**config.mk**
```make
export PLATFORM = sky130hd
export DESIGN_NAME = serial_addsub_flat
export DESIGN_NICKNAME = d
export VERILOG_FILES = /design/src/rtl/serial_addsub_pkg.sv /design/src/rtl/serial_addsub_if.sv /design/src/rtl/serial_addsub_digit.sv /design/src/rtl/serial_addsub.sv /design/src/flat_wrapper.sv
export SDC_FILE = /design/constraint.sdc
export NUM_CORES = 1
export LEC_CHECK = 0
export CORE_MARGIN = 10
export CORE_UTILIZATION = 43
export CTS_CLUSTER_SIZE = 20
export DETAILED_ROUTE_END_ITERATION = 10
export GPL_TIMING_DRIVEN = 0
export PLACE_DENSITY = 0.68
export SLEW_MARGIN = 25
export SYNTH_ARGS = -nofsm -noshare
export SYNTH_HDL_FRONTEND = slang
export SYNTH_SLANG_ARGS = --single-unit
```
**constraint.sdc**
```tcl
create_clock -name clk -period 2.1 [get_ports clk]
set_input_delay 0.315 -clock clk [delete_from_list [all_inputs] [get_ports clk]]
set_output_delay 0.315 -clock clk [all_outputs]
set_load 0.005 [all_outputs]
```
**src/rtl/serial_addsub_pkg.sv**
```systemverilog
// Shared definitions for the serial add/subtract unit: FSM state
// encodings and the elaboration-time parameter sanity check.
package serial_addsub_pkg;

  typedef logic [1:0] stateT;

  localparam stateT ST_IDLE = 2'd0;
  localparam stateT ST_RUN  = 2'd1;
  localparam stateT ST_DONE = 2'd2;

  // True when the operand width can be split into whole digits.
  function automatic bit digitFits(input int width, input int digit);
    return (digit > 0) && (width >= 2) && ((width % digit) == 0);
  endfunction

endpackage

```
**src/rtl/serial_addsub_if.sv**
```systemverilog
// Request/result bundle for serial_addsub. The master side issues
// operations and the slave side (the adder) reports status and results.
interface serial_addsub_if #(
  parameter int WIDTH = 8
);

  logic             start;
  logic             sub;
  logic             cin;
  logic [WIDTH-1:0] a;
  logic [WIDTH-1:0] b;
  logic             busy;
  logic             done;
  logic [WIDTH-1:0] sum;
  logic             cout;
  logic             ovf;

  modport master (
    output start, sub, cin, a, b,
    input  busy, done, sum, cout, ovf
  );

  modport slave (
    input  start, sub, cin, a, b,
    output busy, done, sum, cout, ovf
  );

endinterface

```
**src/rtl/serial_addsub_digit.sv**
```systemverilog
// Combinational DIGIT-bit ripple-carry slice. Besides the sum and the
// carry out it exposes the carry into its top bit, which the parent
// needs for signed overflow detection.
module addsub_digit #(
  parameter int DIGIT = 1
) (
  input  logic [DIGIT-1:0] i_a,
  input  logic [DIGIT-1:0] i_b,
  input  logic             i_cin,
  output logic [DIGIT-1:0] o_s,
  output logic             o_cout,
  output logic             o_cMsbIn
);

  logic [DIGIT:0] w_carry;

  // Ripple the carry through one full adder per bit, LSB first.
  always_comb begin
    w_carry    = '0;
    o_s        = '0;
    w_carry[0] = i_cin;
    for (int i = 0; i < DIGIT; i++) begin
      o_s[i]       = i_a[i] ^ i_b[i] ^ w_carry[i];
      w_carry[i+1] = (i_a[i] & i_b[i]) | (w_carry[i] & (i_a[i] ^ i_b[i]));
    end
  end

  assign o_cout   = w_carry[DIGIT];
  assign o_cMsbIn = w_carry[DIGIT-1];

endmodule

```
**src/rtl/serial_addsub.sv**
```systemverilog
// Digit-serial adder/subtractor. One DIGIT-bit slice is reused for
// WIDTH/DIGIT cycles with the carry held in a register between digits.
// Subtraction is a + ~b + ~cin, i.e. a - b - cin, so cout is NOT-borrow.
module serial_addsub
  import serial_addsub_pkg::*;
#(
  parameter int WIDTH = 8,
  parameter int DIGIT = 1
) (
  input  logic           clk,
  input  logic           rst,
  serial_addsub_if.slave bus
);

  localparam int NDIG = WIDTH / DIGIT;
  localparam int CW   = (NDIG > 1) ? $clog2(NDIG) : 1;

  generate
    if (!digitFits(WIDTH, DIGIT)) begin : g_paramCheck
      $error("serial_addsub: WIDTH must be >= 2 and an exact multiple of DIGIT");
    end
  endgenerate

  stateT            r_state;
  logic [CW-1:0]    r_count;
  logic [WIDTH-1:0] r_shA;
  logic [WIDTH-1:0] r_shB;
  logic             r_carry;
  logic [WIDTH-1:0] r_result;
  logic [WIDTH-1:0] r_sum;
  logic             r_cout;
  logic             r_ovf;

  logic [DIGIT-1:0] w_s;
  logic             w_c;
  logic             w_cMsb;
  logic             w_accept;
  logic             w_last;
  logic [WIDTH-1:0] w_resultNext;

  addsub_digit #(
    .DIGIT (DIGIT)
  ) u_digit (
    .i_a      (r_shA[DIGIT-1:0]),
    .i_b      (r_shB[DIGIT-1:0]),
    .i_cin    (r_carry),
    .o_s      (w_s),
    .o_cout   (w_c),
    .o_cMsbIn (w_cMsb)
  );

  assign w_accept = bus.start && ((r_state == ST_IDLE) || (r_state == ST_DONE));
  assign w_last   = (r_state == ST_RUN) && (r_count == CW'(NDIG - 1));

  // New digit enters the result register from the MSB side.
  always_comb begin
    w_resultNext                    = r_result >> DIGIT;
    w_resultNext[WIDTH-1 -: DIGIT]  = w_s;
  end

  // Sequencer: IDLE waits for start, RUN walks the digits, DONE lasts one cycle.
  always_ff @(posedge clk or posedge rst) begin
    if (rst) begin
      r_state <= ST_IDLE;
      r_count <= '0;
    end else begin
      case (r_state)
        ST_IDLE, ST_DONE: begin
          r_count <= '0;
          r_state <= w_accept ? ST_RUN : ST_IDLE;
        end
        ST_RUN: begin
          if (w_last) begin
            r_state <= ST_DONE;
            r_count <= '0;
          end else begin
            r_count <= r_count + CW'(1);
          end
        end
        default: begin
          r_state <= ST_IDLE;
          r_count <= '0;
        end
      endcase
    end
  end

  // Operand shifters and running carry: loaded on an accepted start, advanced each RUN cycle.
  always_ff @(posedge clk or posedge rst) begin
    if (rst) begin
      r_shA    <= '0;
      r_shB    <= '0;
      r_carry  <= 1'b0;
      r_result <= '0;
    end else if (w_accept) begin
      r_shA    <= bus.a;
      r_shB    <= bus.sub ? ~bus.b : bus.b;
      r_carry  <= bus.sub ? ~bus.cin : bus.cin;
      r_result <= '0;
    end else if (r_state == ST_RUN) begin
      r_shA    <= r_shA >> DIGIT;
      r_shB    <= r_shB >> DIGIT;
      r_carry  <= w_c;
      r_result <= w_resultNext;
    end
  end

  // Visible results change only on the edge that enters DONE.
  always_ff @(posedge clk or posedge rst) begin
    if (rst) begin
      r_sum  <= '0;
      r_cout <= 1'b0;
      r_ovf  <= 1'b0;
    end else if (w_last) begin
      r_sum  <= w_resultNext;
      r_cout <= w_c;
      r_ovf  <= w_c ^ w_cMsb;
    end
  end

  assign bus.busy = (r_state == ST_RUN);
  assign bus.done = (r_state == ST_DONE);
  assign bus.sum  = r_sum;
  assign bus.cout = r_cout;
  assign bus.ovf  = r_ovf;

endmodule

```
**src/flat_wrapper.sv**
```systemverilog
// flat-port wrapper written by rule: the top's interface ports become plain ports
module serial_addsub_flat import serial_addsub_pkg::*;
#(
  parameter int WIDTH = 8,
  parameter int DIGIT = 1
)
  (clk, rst, bus_start, bus_sub, bus_cin, bus_a, bus_b, bus_busy, bus_done, bus_sum, bus_cout, bus_ovf);
  serial_addsub_if #(.WIDTH(WIDTH)) bus_i ();
  input  logic clk;
  input  logic rst;
  input wire logic [$bits(bus_i.start)-1:0] bus_start;
  input wire logic [$bits(bus_i.sub)-1:0] bus_sub;
  input wire logic [$bits(bus_i.cin)-1:0] bus_cin;
  input wire logic [$bits(bus_i.a)-1:0] bus_a;
  input wire logic [$bits(bus_i.b)-1:0] bus_b;
  output wire logic [$bits(bus_i.busy)-1:0] bus_busy;
  output wire logic [$bits(bus_i.done)-1:0] bus_done;
  output wire logic [$bits(bus_i.sum)-1:0] bus_sum;
  output wire logic [$bits(bus_i.cout)-1:0] bus_cout;
  output wire logic [$bits(bus_i.ovf)-1:0] bus_ovf;
  assign bus_i.start = bus_start;
  assign bus_i.sub = bus_sub;
  assign bus_i.cin = bus_cin;
  assign bus_i.a = bus_a;
  assign bus_i.b = bus_b;
  assign bus_busy = bus_i.busy;
  assign bus_done = bus_i.done;
  assign bus_sum = bus_i.sum;
  assign bus_cout = bus_i.cout;
  assign bus_ovf = bus_i.ovf;
  serial_addsub #(.WIDTH(WIDTH), .DIGIT(DIGIT)) u_core (.clk(clk), .rst(rst), .bus(bus_i));
endmodule
```
==> results of run 1 <==
registers in the layout, indices dropped and copies added (netlist names):
signal and flops:
u_core.bus.sum 8, u_core.r_shA 8, u_core.r_shB 8, u_core.r_result 7
u_core.r_count 3, u_core.r_state 2, u_core.bus.cout 1, u_core.bus.ovf 1
u_core.r_carry 1
worst paths after layout:
kind	start	to	cells after the start
worst max-delay path	u_core.r_state[1]$_DFFE_PP0P_	bus_busy	6
worst min-delay path	rst	u_core.r_result[1]$_DFFE_PP0P_	2
worst max register to register	u_core.r_count[0]$_DFF_PP0_	u_core.bus.sum[6]$_DFFE_PP0P_	5
worst min register to register	u_core.r_count[0]$_DFF_PP0_	u_core.r_count[0]$_DFF_PP0_	1
max in group asynchronous	rst	u_core.r_shB[0]$_DFFE_PP0P_	3
min in group clk	u_core.r_count[0]$_DFF_PP0_	u_core.r_count[0]$_DFF_PP0_	1
what timing repair did:
action                                 4_1_cts  5_1_grt
hold buffers                                 0        0
endpoints found under the hold margin        0        0
setup endpoints to repair                    1        0
gates resized for setup                      1        0
report_power, final:
group / switching, W / internal, W / leakage (nW)
combinational: 0.000457 / 0.000697 / 0.516
sequential: 0.000189 / 0.00108 / 0.490
clock: 0.000252 / 0.000384 / 0.0612
total: 0.000899 / 0.00216 / 1.07
cells in the final DEF (no fill, tap or decap), types with 2 or more instances in the layout:
cell type	instances
nor3b_1	2
clkbuf_8	6
o21ai_1	2
dfrtp_1	39
buf_12	2
ha_1	2
buf_2	4
mux2_2	9
o21ai_0	7
nor2b_1	2
nand2_1	9
a21o_1	7
xor2_1	9
clkdlybuf4s50_1	30
mux2i_1	8
a22o_1	16
metal layers:
layer  part of all wire, %  global-route usage, %  vias to the layer above
met5                     0                      0                        -
met4                   1.4                  3.231                        0
met3                   7.4                  4.395                        7
met2                    46                  14.59                       28
met1                    45                  11.90                      564
li1                      -                      -                      541
layout make-up:
type	instances	area share, %
clock inverter	2	1.572
tap	48	2.695
clock buffer	6	3.706
multi-input combinational	80	29.20
inverter	3	0.7299
sequential	39	43.80
timing repair buffer	32	14.77
buffer	9	3.537
through the flow:
step	worst slack [ns]	utilization [%]	hold slack (ns)	cells
final	0.2358	59.09	0.2407	219
after global routing	0.1438	59.09	0.2370	219
after CTS	0.2208	59.09	0.2383	219
after detailed placement	0.2735	56.01	0.4469	211
after global placement	0.1240	55.47	0.4282	210
after floorplan	0.5316	-	0.4150	131
critical path: stages (launching register included):
cell and delay (ns):
dfrtp_1 0.38, nand2b_1 0.16, buf_6 0.15, inv_6 0.06, buf_8 0.13, buf_12 0.13, dlygate4sd2_1 0.24
kinds of logic (layout without fill, tap and decap cells):
logic type / count (synthesis) / count (layout)
adder cells (fa/ha/maj): 3 / 3
buffers and inverters: 12 / 52
flip-flops: 39 / 39
multiplexers: 17 / 17
AO/OA/AOI/OAI: 33 / 33
AND/OR/NAND/NOR: 17 / 17
XOR/XNOR: 10 / 10
==> PnR_summary.wiki, run 1 <==
{| class="wikitable"
! Metric !! Value
|-
| Status || complete, no violations
|-
| Total wirelength of the detailed-routed design || 3219 um
|-
| Worst R2R Setup Slack || 0.35 ns
|-
| Most instantiated flip-flop cell in the synthesis netlist || dfrtp_1
|-
| Power per unit of standard cell area || 1372 nW/um^2
|-
| Filler cell count in the final layout || 310
|-
| Type of destination of the critical path || primary output
|-
| Maxcap violations || 0
|-
| RSZ-0062 raised after global routing || no
|-
| #FFs+latches synth || 39
|-
| Post-detail-place hpwl || 2447 um
|-
| Later-pin clock latency in the skew report || 0.29 ns
|-
| Max FO, Critical Path || 10
|-
| Library cells used by synthesis || 27
|-
| Total power || 0.003057 W
|-
| Startpoint type of the worst setup path || flip-flop
|-
| Number of antenna violations at the first check in global routing || 0
|-
| CTS sink count || 39
|-
| Detailed-route vias per instance || 5.205
|-
| Clock-pin slew on the worst setup and hold paths || 0.07 ns
|-
| Average footprint of a synthesized cell || 13.14 sq um
|-
| Total iterations of the first detailed-routing run || 4
|-
| Via count || 1140
|-
| Remaining DRCs || 0
|-
| Worst vdd rail ir drop || 0.6179 mV
|-
| Synth Area in Simple Gates || 5.305%
|-
| Fraction of registers with async set or reset after synthesis || 100.0%
|-
| Number of nets still failing antenna checks after routing || 0
|-
| Combinational family with the most area after synthesis || compound AO/OA/AOI/OAI gates
|-
| Worst endpoint data arrival time || 1.55 ns
|-
| Final Skew || 0.004256 ns
|-
| Placeable core region || 3771 sq um
|-
| Global-route wire length before repair || 5809 um
|-
| Final clock period utilization by the worst path || 88.77%
|-
| Class of the most critical hold timing path || input port to asynchronous set/reset pin
|-
| Global-route usage over all layers || 9.677%
|-
| Data required, critical path || 1.78 ns
|-
| Post-synth design cell area || 1722 sq um
|-
| CTS root buf || clkbuf_8
|-
| Synth-to-Final Area Change || 29.43%
|-
| Sequential element share of the synthesized area || 56.69%
|-
| Hold violation count in the final report || 0
|-
| Number of H-tree branching levels || 2
|-
| Area share of the largest cell type after synthesis || 56.69%
|-
| Endpoints failing setup || 0
|-
| Initial DRC Count || 56
|-
| Slew Limit Headroom || 82.37%
|-
| Peak clock frequency supported by timing || 536.4 MHz
|-
| Antenna fix cells || 0
|-
| Share of synthesized cell area in full adder, half adder and majority cells || 2.616%
|-
| Number of global-route vias before repair || 1227
|-
| Clock tree from TritonCTS || built
|-
| Area of placed instances || 2112 sq um
|-
| Yosys synthesis warning count || 0
|-
| Compound-gate portion of the synthesized area || 14.24%
|-
| Tightest Pin Transition || 0.2644 ns
|-
| Synth top cells by count || dfrtp_1 (39), a22o_1 (16), mux2_2 (9), nand2_1 (9), xor2_1 (9)
|-
| Effective utilization at floorplan || 45.65%
|-
| Area of the die || 6935 sq um
|-
| Cell taking the most area after synthesis || dfrtp_1
|-
| Total global routing overflow || 0
|-
| Layout cell share with drive strength beyond 1 || 17.54%
|-
| Number of nets in the synthesized netlist || 155
|-
| Pin count of the biggest net entering global routing || 35
|-
| CTS buffer count || 5
|-
| Start-to-end type of the worst setup path || flip-flop to primary output
|-
| Final critical delay including setup and external delays || 1.864 ns
|-
| Die width || 83.28 um
|-
| Post-CTS setup buffer count || 0
|-
| Number of port buffers || 31
|-
| I/O pin count || 33
|-
| Setup Total Neg Slack || 0 ns
|-
| Footprint of the multi-input gates || 650.6 sq um
|-
| Routed wirelength normalized by instance count || 14.70 um
|-
| Final standard cell area without fillers || 2228 sq um
|-
| Top post-synthesis cells by area || dfrtp_1 (57%), a22o_1 (8.1%), mux2_2 (5.9%)
|-
| Post-synth EDFFs || 0
|-
| Combined flip-flop and latch cell area || 975.9 sq um
|-
| CTS Buffer Depth || 2
|-
| Most numerous cell in the Yosys netlist || dfrtp_1
|-
| Mux contribution to synthesized area || 10.54%
|-
| Number of placement rows || 22
|-
| Lkg Pwr || 1.068 nW
|-
| Number of max-slew violations in the final report || 0
|-
| Final layout net count || 194
|-
| Gpl congestion || 0.7886
|-
| Syn Inst Count || 131
|-
| Die span in y || 83.28 um
|-
| Share of the synthesized netlist area taken by xor and xnor gates || 5.087%
|}
(Power assumes the default switching activity.)
==> inputs of run 2 (changes only) <==
CELL_PAD_IN_SITES_DETAIL_PLACEMENT = 0   (was not set)
CELL_PAD_IN_SITES_GLOBAL_PLACEMENT = 1   (was not set)
CORE_UTILIZATION = 41   (was 43)
PLACE_DENSITY = not set   (was 0.68)
PLACE_DENSITY_LB_ADDON = 0.1   (was not set)
==> run 2 against run 1 <==
  * Die area up 3.7%
  * Maximum frequency increased by 0.46%
  * Final cell count increased by 0.46%
  * Non-clock buffer count is the same
  * Critical endpoint unchanged
  * Combinational power is essentially flat
  * Sequential share of layout area up 0.099 points
  * Global-route usage is essentially flat
  * Sequential power about the same
  * Utilization is 3.9 points lower
==> PnR_summary.wiki, run 2 (synthesized netlist as in run 1, its figures left out) <==
{| class="wikitable"
! Metric !! Value
|-
| Status || complete, no violations
|-
| Synth-to-Final Area Change || 29.14%
|-
| Share of total power in sequential cells || 41.9%
|-
| RSZ-0062 raised after global routing || no
|-
| Clock-pin slew on the worst setup and hold paths || 0.07 ns
|-
| Layout cell share with drive strength beyond 1 || 16.47%
|-
| Die span in y || 84.80 um
|-
| CTS sink count || 39
|-
| Number of global-route vias before repair || 1239
|-
| Most frequent cells in the layout || dfrtp_1 (39), clkdlybuf4s50_1 (30), a22o_1 (16)
|-
| Hold violation count in the final report || 0
|-
| Global-route wire length before repair || 5761 um
|-
| Power per unit of standard cell area || 1361 nW/um^2
|-
| Combined buffer and inverter count along the critical path || 5
|-
| Later-pin clock latency in the skew report || 0.28 ns
|-
| Worst vdd rail ir drop || 0.5525 mV
|-
| Effective utilization at floorplan || 42.73%
|-
| Worst reg2reg path endpoint || u_core.bus.sum[0]$_DFFE_PP0P_
|-
| Final critical delay including setup and external delays || 1.856 ns
|-
| Crit-path max cell delay || 0.38 ns
|-
| CTS root buf || clkbuf_8
|-
| Startpoint of the most critical setup path || u_core.r_state[1]$_DFFE_PP0P_
|-
| Setup Total Neg Slack || 0 ns
|-
| Number of nets still failing antenna checks after routing || 0
|-
| Worst-case reg-to-reg path depth || 5
|-
| Die width || 84.80 um
|-
| Lkg Pwr || 1.061 nW
|-
| Via count || 1108
|-
| I/O pin count || 33
|-
| Number of placement rows || 23
|-
| Initial DRC Count || 61
|-
| Pin count of the biggest net entering global routing || 22
|-
| Proportion of power drawn by combinational gates || 38.7%
|-
| Internal power || 0.002127 W
|-
| Switching pwr || 0.0008981 W
|-
| Number of max-slew violations in the final report || 0
|-
| Slew Limit Headroom || 70.89%
|-
| CTS buffer count || 5
|-
| CTS Buffer Depth || 2
|-
| Class of the most critical hold timing path || input port to asynchronous set/reset pin
|-
| Total wirelength of the detailed-routed design || 3294 um
|-
| Worst endpoint data arrival time || 1.54 ns
|-
| Number of port buffers || 31
|-
| Family with the most delay on the worst path || buffers and inverters
|-
| Worst R2R Setup Slack || 0.38 ns
|-
| Detailed-route vias per instance || 5.036
|-
| Slowest library cell on the worst path || dfrtp_1
|-
| Fraction of power spent switching nets || 29.69%
|-
| Filler cell count in the final layout || 349
|-
| Number of H-tree branching levels || 2
|-
| Critical R2R Launch || u_core.r_count[0]$_DFF_PP0_
|-
| Type of destination of the critical path || primary output
|-
| Number of gates given a new drive strength after cts || 1
|-
| Most frequent standard cell in the layout excluding fill and tap cells || dfrtp_1
|-
| Peak clock frequency supported by timing || 538.9 MHz
|-
| Post-detail-place hpwl || 2456 um
|-
| Start-to-end type of the worst setup path || flip-flop to primary output
|-
| Final layout net count || 194
|-
| Antenna fix cells || 0
|-
| Final Skew || 0.008054 ns
|-
| Post-CTS setup buffer count || 0
|-
| Number of antenna violations at the first check in global routing || 0
|-
| Placeable core region || 4029 sq um
|-
| Routed wirelength normalized by instance count || 14.97 um
|-
| Area of the die || 7191 sq um
|-
| Gpl congestion || 0.7218
|-
| Global-route usage over all layers || 9.658%
|-
| Maxcap violations || 0
|-
| Cells along the critical path || nand2b_1 > buf_6 > inv_6 > buf_8 > buf_12 > dlygate4sd2_1
|-
| Remaining DRCs || 0
|-
| Dpl ws || 0.2495 ns
|-
| Clock tree from TritonCTS || built
|-
| Startpoint type of the worst setup path || flip-flop
|-
| Total global routing overflow || 0
|-
| Total iterations of the first detailed-routing run || 4
|-
| Max FO, Critical Path || 10
|-
| Final standard cell area without fillers || 2223 sq um
|-
| Endpoints failing setup || 0
|-
| Data required, critical path || 1.78 ns
|-
| Tightest Pin Transition || 0.4361 ns
|-
| Worst Setup Slack, final || 0.2443 ns
|-
| Area of placed instances || 2122 sq um
|-
| Fraction of power consumed by the clock network || 19.4%
|-
| Post-CTS Hold Fix Bufs || 0
|-
| Final clock period utilization by the worst path || 88.36%
|}
-- run 2: how the worst max path moves through the flow --
| stage | slack [ns] | end | cells past startpoint |
|---|---|---|---|
| 2_1_floorplan | 0.53 | u_core.bus.sum[0]$_DFFE_PP0P_ | 5 |
| 3_3_place_gp | 0.09 | u_core.r_shA[6]$_DFFE_PP0P_ | 2 |
| 3_5_place_dp | 0.25 | u_core.r_shB[6]$_DFFE_PP0P_ | 7 |
| 4_1_cts | 0.22 | bus_busy | 6 |
| 5_1_grt | 0.16 | bus_busy | 6 |
| 6_report | 0.24 | bus_busy | 6 |
-- run 2: area by class of cell --
cell class / count / area, sq um / area share (%)
flip-flops and latches: 39 / 975.9 / 43.89
multi-input cells: 80 / 650.6 / 29.26
repair buffers: 32 / 336.6 / 15.14
plain buffers: 9 / 78.83 / 3.545
clock buffers: 6 / 72.57 / 3.264
well taps: 50 / 62.56 / 2.814
clock inverters: 1 / 30.03 / 1.351
inverters: 3 / 16.27 / 0.7316
-- run 2: metal layers --
metal / share of wire, % / wire length [um] / vias up / global-route usage [%]
met3: 6.0 / 198 / 5 / 3.961
met1: 47 / 1534 / 539 / 11.49
met5: 0 / 0 / - / 0
li1: - / - / 536 / -
met4: 1.2 / 40 / 0 / 4.042
met2: 46 / 1520 / 28 / 15.03
-- run 2: stage by stage --
step	util [%]	power (W)	std cells	hold WS (ns)
floorplan	-	0.002022	131	0.4150
global placement	51.99	0.002423	212	0.4259
detailed placement	52.67	0.002479	213	0.4322
CTS	55.19	0.003066	220	0.3624
global route	55.19	0.003262	220	0.3756
finish	55.19	0.003025	220	0.3528
-- run 2: power groups by stage --
stage | registers (W) | logic (W) | clock network [W]
after floorplan | 0.00125 | 0.000777 | 0
after global placement | 0.00127 | 0.00116 | 0
after detailed placement | 0.00128 | 0.00119 | 0
after CTS | 0.00127 | 0.00119 | 0.000605
after global routing | 0.00131 | 0.00131 | 0.000644
final | 0.00127 | 0.00117 | 0.000588
